File: src/rtl/core_run_sequencer.sv
// Job sequencer in front of the processor core: launches one program per job,
// measures run length until ack (or TIMEOUT), and returns a result record.
module core_run_sequencer #(
  parameter int unsigned          PC_BITS  = 9,
  parameter int unsigned          CYC_BITS = 16,
  parameter logic [CYC_BITS-1:0]  TIMEOUT  = 16'd50000,
  parameter logic [PC_BITS-1:0]   START0   = 9'd0,
  parameter logic [PC_BITS-1:0]   DONE0    = 9'd144,
  parameter logic [PC_BITS-1:0]   START1   = 9'd145,
  parameter logic [PC_BITS-1:0]   DONE1    = 9'd289,
  parameter logic [PC_BITS-1:0]   START2   = 9'd290,
  parameter logic [PC_BITS-1:0]   DONE2    = 9'd435
) (
  input  logic                clock,
  input  logic                reset_n,
  input  logic                job_valid,
  output logic                job_ready,
  input  logic [1:0]          job_prog,
  output logic                req,
  input  logic                ack,
  output logic [PC_BITS-1:0]  start_addr,
  output logic [PC_BITS-1:0]  done_addr,
  output logic                busy,
  output logic                result_valid,
  input  logic                result_ready,
  output logic [1:0]          result_prog,
  output logic [CYC_BITS-1:0] result_cycles,
  output logic                result_timeout,
  output logic                result_error
);

  typedef enum logic [1:0] {IDLE, LAUNCH, RUN, REPORT} state_t;

  state_t                r_state;
  state_t                w_next;
  logic [CYC_BITS-1:0]   r_cnt;
  logic [PC_BITS-1:0]    r_start;
  logic [PC_BITS-1:0]    r_done;
  logic [1:0]            r_res_prog;
  logic [CYC_BITS-1:0]   r_res_cycles;
  logic                  r_res_timeout;
  logic                  r_res_error;

  always_ff @(posedge clock or negedge reset_n) begin
    if (!reset_n) r_state <= IDLE;
    else          r_state <= w_next;
  end

  always_comb begin
    w_next = r_state;
    case (r_state)
      IDLE: begin
        if (job_valid) w_next = (job_prog == 2'd3) ? REPORT : LAUNCH;
      end
      LAUNCH: w_next = RUN;
      RUN: begin
        if (ack || (r_cnt == TIMEOUT)) w_next = REPORT;
      end
      REPORT: begin
        if (result_ready) w_next = IDLE;
      end
      default: w_next = IDLE;
    endcase
  end

  // Addresses are captured at accept so they are already stable when req rises.
  always_ff @(posedge clock or negedge reset_n) begin
    if (!reset_n) begin
      r_cnt         <= '0;
      r_start       <= '0;
      r_done        <= '0;
      r_res_prog    <= '0;
      r_res_cycles  <= '0;
      r_res_timeout <= 1'b0;
      r_res_error   <= 1'b0;
    end else begin
      case (r_state)
        IDLE: begin
          if (job_valid) begin
            r_res_prog    <= job_prog;
            r_res_cycles  <= '0;
            r_res_timeout <= 1'b0;
            r_res_error   <= (job_prog == 2'd3);
            case (job_prog)
              2'd0: begin r_start <= START0; r_done <= DONE0; end
              2'd1: begin r_start <= START1; r_done <= DONE1; end
              2'd2: begin r_start <= START2; r_done <= DONE2; end
              default: ;
            endcase
          end
        end
        LAUNCH: r_cnt <= CYC_BITS'(1);
        RUN: begin
          if (ack) begin
            r_res_cycles <= r_cnt;
          end else if (r_cnt == TIMEOUT) begin
            r_res_timeout <= 1'b1;
            r_res_cycles  <= TIMEOUT;
          end else begin
            r_cnt <= r_cnt + CYC_BITS'(1);
          end
        end
        default: ;
      endcase
    end
  end

  assign job_ready      = (r_state == IDLE);
  assign req            = (r_state == LAUNCH);
  assign busy           = (r_state != IDLE);
  assign result_valid   = (r_state == REPORT);
  assign start_addr     = r_start;
  assign done_addr      = r_done;
  assign result_prog    = r_res_prog;
  assign result_cycles  = r_res_cycles;
  assign result_timeout = r_res_timeout;
  assign result_error   = r_res_error;

endmodule

File: config.mk
export PLATFORM = sky130hd
export DESIGN_NAME = core_run_sequencer
export DESIGN_NICKNAME = d
export VERILOG_FILES = /design/src/rtl/core_run_sequencer.sv
export SDC_FILE = /design/constraint.sdc
export NUM_CORES = 1
export LEC_CHECK = 0
export ABC_AREA = 1
export CAP_MARGIN = 10
export CORE_MARGIN = 8
export CORE_UTILIZATION = 47
export DETAILED_ROUTE_END_ITERATION = 8
export PLACE_DENSITY_LB_ADDON = 0.15
export SLEW_MARGIN = 20
export SYNTH_ARGS = -nofsm -noshare
export SYNTH_HDL_FRONTEND = slang
export SYNTH_SLANG_ARGS = --single-unit
File: constraint.sdc
create_clock -name clock -period 1.5 [get_ports clock]
set_input_delay 0.225 -clock clock [delete_from_list [all_inputs] [get_ports clock]]
set_output_delay 0.225 -clock clock [all_outputs]
set_load 0.02 [all_outputs]
==> run_results.csv <==
group,metric,value,unit
yosys,ys_ff_latch,42,
clock_network,clkLatencyLatePin,0.29,ns
power_and_ir_drop,p_seq_share,24.8,%
timing,fin_hold_ws,0.425,ns
outcome,violations,"setup timing",
drt,via_count,2363,
clock_network,path_clk_slew,0.08,ns
global_routing,overflow,0,
drt,drc,0,
yosys,ys_top_cells_by_area,"dfrtp_1, nand2_1, nand3_1",
global_routing,antenna_found_initial,0,
clock_network,cts.sinks,42,
critical_path,worstSetupPathType,"reg -> reg",
yosys,syn_inst,329,
placement,placed_cell_area,3200,um2
die,die_h,89.6,um
critical_path,required,1.74,ns
timing,rsz0062_at_grt,"yes",
placement,pre_cts_slack,-0.0534,ns
power_and_ir_drop,p_sw,2.68,mW
drt,initialDrtViolationCount,118,
timing,maxSlewViolCount,0,
die,die_w,89.6,um
yosys,ys_types,26,
power_and_ir_drop,p_comb_share,60.5,%
placement,dp_hpwl,4620,um
power_and_ir_drop,p_clk_share,14.7,%
finish,regArea,1050,um2
clock_network,cts_buffer_depth,2,
timing,setup_tns,-0.221,ns
timing,min_period,1.53,ns
timing,setup_viol,14,
drt,wl_per_cell,14.1,um
critical_path,worstSetupEndpointType,"register",
yosys,yosysSeqAreaShare,41.3,%
die,die_area,8020,um2
die,io_pins,49,
timing,fin_ws,-0.0304,ns
finish,final_cell_mix,"nand2_1, dfrtp_1, buf_4, dlygate4sd2_1, nor2_1",
critical_path,worstPathMaxFanout,7,
power_and_ir_drop,p_leak,1.87,nW
placement,routabilityCongestion,0.877,
yosys,synth_top_area_share,41.3,%
timing,final-hold-violation-count,0,
finish,mostFrequentLayoutCell,"nand2_1",
clock_network,htreeDepth,2,
outcome,outcome,"complete, but fails checks",
global_routing,grt_pass1_vias,2214,
die,core_area,5170,um2
yosys,netlist_area,2540,um2
run,drv_cap,0,
drt,drtPass1Iterations,4,
power_and_ir_drop,switching_share,43.8,%
power_and_ir_drop,finalPower,6.12,mW
global_routing,grt_max_degree,43,
finish,area_growth,39.4,%
drt,routed_wl,6670,um
finish,final_nets,420,
critical_path,arrival,1.77,ns
critical_path,r2r-start,"r_cnt[0]",
global_routing,grt_pass1_wl,10200,um
clock_network,cts_tree,"built",
finish,n_antenna_cell,0,
power_and_ir_drop,power_density,1730,nW/um2
power_and_ir_drop,p_int,3.44,mW
clock_network,cts_made_buffers,5,
power_and_ir_drop,vdd_drop_max,1090,uV
finish,multi_input_area,1380,um2
hold_path,hold_class,"in -> async",
drt,vias_per_cell,5.00,
drt,antenna_left,0,
placement,port_buffers,42,
critical_path,startpoint,"r_cnt[0]",
die,rows,26,
timing,fin_skew,0.00452,ns
global_routing,track_usage,16.5,%
finish,drive_gt1_share,28.3,%
critical_path,reg2reg_depth,9,
critical_path,cp-start-kind,"register",
finish,fillers,440,
finish,final_area,3540,um2
yosys,synth.yosys.warnings,0,
timing,timing.fmax,653,MHz
yosys,avgSynthCellArea,7.73,um2
yosys,synth.largest_area_cell,"dfrtp_1",
clock_network,root_buffer,"clkbuf_8",
die,start_util,49.2,%
timing,fin_crit_sh,102,%
## cells by family after synthesis
group / count (synthesis) / synth area share [%]
AND/OR/NAND/NOR: 182 / 32.9
buffers and inverters: 56 / 12.1
flip-flops: 42 / 41.3
AO/OA/AOI/OAI: 33 / 6.74
adder cells (fa/ha/maj): 11 / 5.41
XOR/XNOR: 4 / 1.38
other: 1 / 0.147
## per-layer routing
metal / GRT usage, % / vias up / share of wire (%)
li1: - / 1173 / -
met1: 20.4 / 1114 / 44
met2: 27.7 / 63 / 49
met3: 3.58 / 13 / 5.2
met4: 5.29 / 0 / 1.9
met5: 0 / - / 0
## worst paths after layout
kind | slack, ns | end
max | -0.03 | result_cycles[6]
min | 0.43 | r_cnt[13]
max reg2reg | -0.03 | result_cycles[6]
min reg2reg | 0.48 | result_cycles[3]
max in group asynchronous | 0.85 | r_cnt[2]
min in group clock | 0.48 | result_cycles[3]
## state kept, by name, indices dropped and copies added (netlist names)
register        flops
result_prog         2
result_timeout      1
result_cycles      16
done_addr           2
r_state             2
r_cnt              16
start_addr          2
result_error        1
## metrics by stage
| step | utilization [%] | std cells |
|---|---|---|
| floorplan | - | 334 |
| global placement | 61.8 | 455 |
| detailed placement | 61.8 | 455 |
| CTS | 65.0 | 467 |
| global route | 68.5 | 473 |
| finish | 68.5 | 473 |
## final cells by class
| type | count | share of cell area (%) |
|---|---|---|
| clock inverter | 2 | 1.06 |
| sequential | 42 | 29.7 |
| inverter | 30 | 3.32 |
| clock buffer | 6 | 2.05 |
| timing repair buffer | 86 | 22.6 |
| multi-input combinational | 237 | 38.8 |
| tap | 70 | 2.47 |
## Yosys cell counts (all sizes together)
| library cell | n |
|---|---|
| nand3 | 31 |
| o21ai | 22 |
| conb | 1 |
| nand2 | 109 |
| clkinv | 1 |
| clkbuf | 2 |
| dfrtp | 42 |
| o21bai | 1 |
| inv | 29 |
| xor2 | 4 |
| nand4 | 9 |
| nor2 | 31 |
| buf | 24 |
| nand3b | 2 |
| ha | 11 |
| a21oi | 10 |
## repair_timing
action | in CTS | in global routing
cloned | 1 | 2
hold buffers | 1 | 0
setup buffers | 2 | 5
endpoints found under the setup margin | 58 | 48
gates resized for setup | 53 | 36
endpoints found under the hold margin | 42 | 0
pin swaps | 2 | 13
## power groups by stage
stage / Sequential [mW] / Clock, mW / Combinational [mW]
2_1_floorplan: 1.74 / 0 / 1.71
3_3_place_gp: 1.55 / 0 / 2.97
3_5_place_dp: 1.56 / 0 / 3.03
4_1_cts: 1.52 / 0.926 / 3.13
5_1_grt: 1.56 / 0.966 / 3.96
6_report: 1.52 / 0.901 / 3.70
## worst max-delay path, stage by stage (launching register included)
cell and delay, ns:
dfrtp_1 0.43, inv_2 0.10, ha_4 0.15, nand3_4 0.06, nor2_4 0.12, nand3_4 0.12, nand3_4 0.18, buf_6 0.17
nand3_2 0.07, nand2_1 0.06
Power figures use the tool's default switching activity.
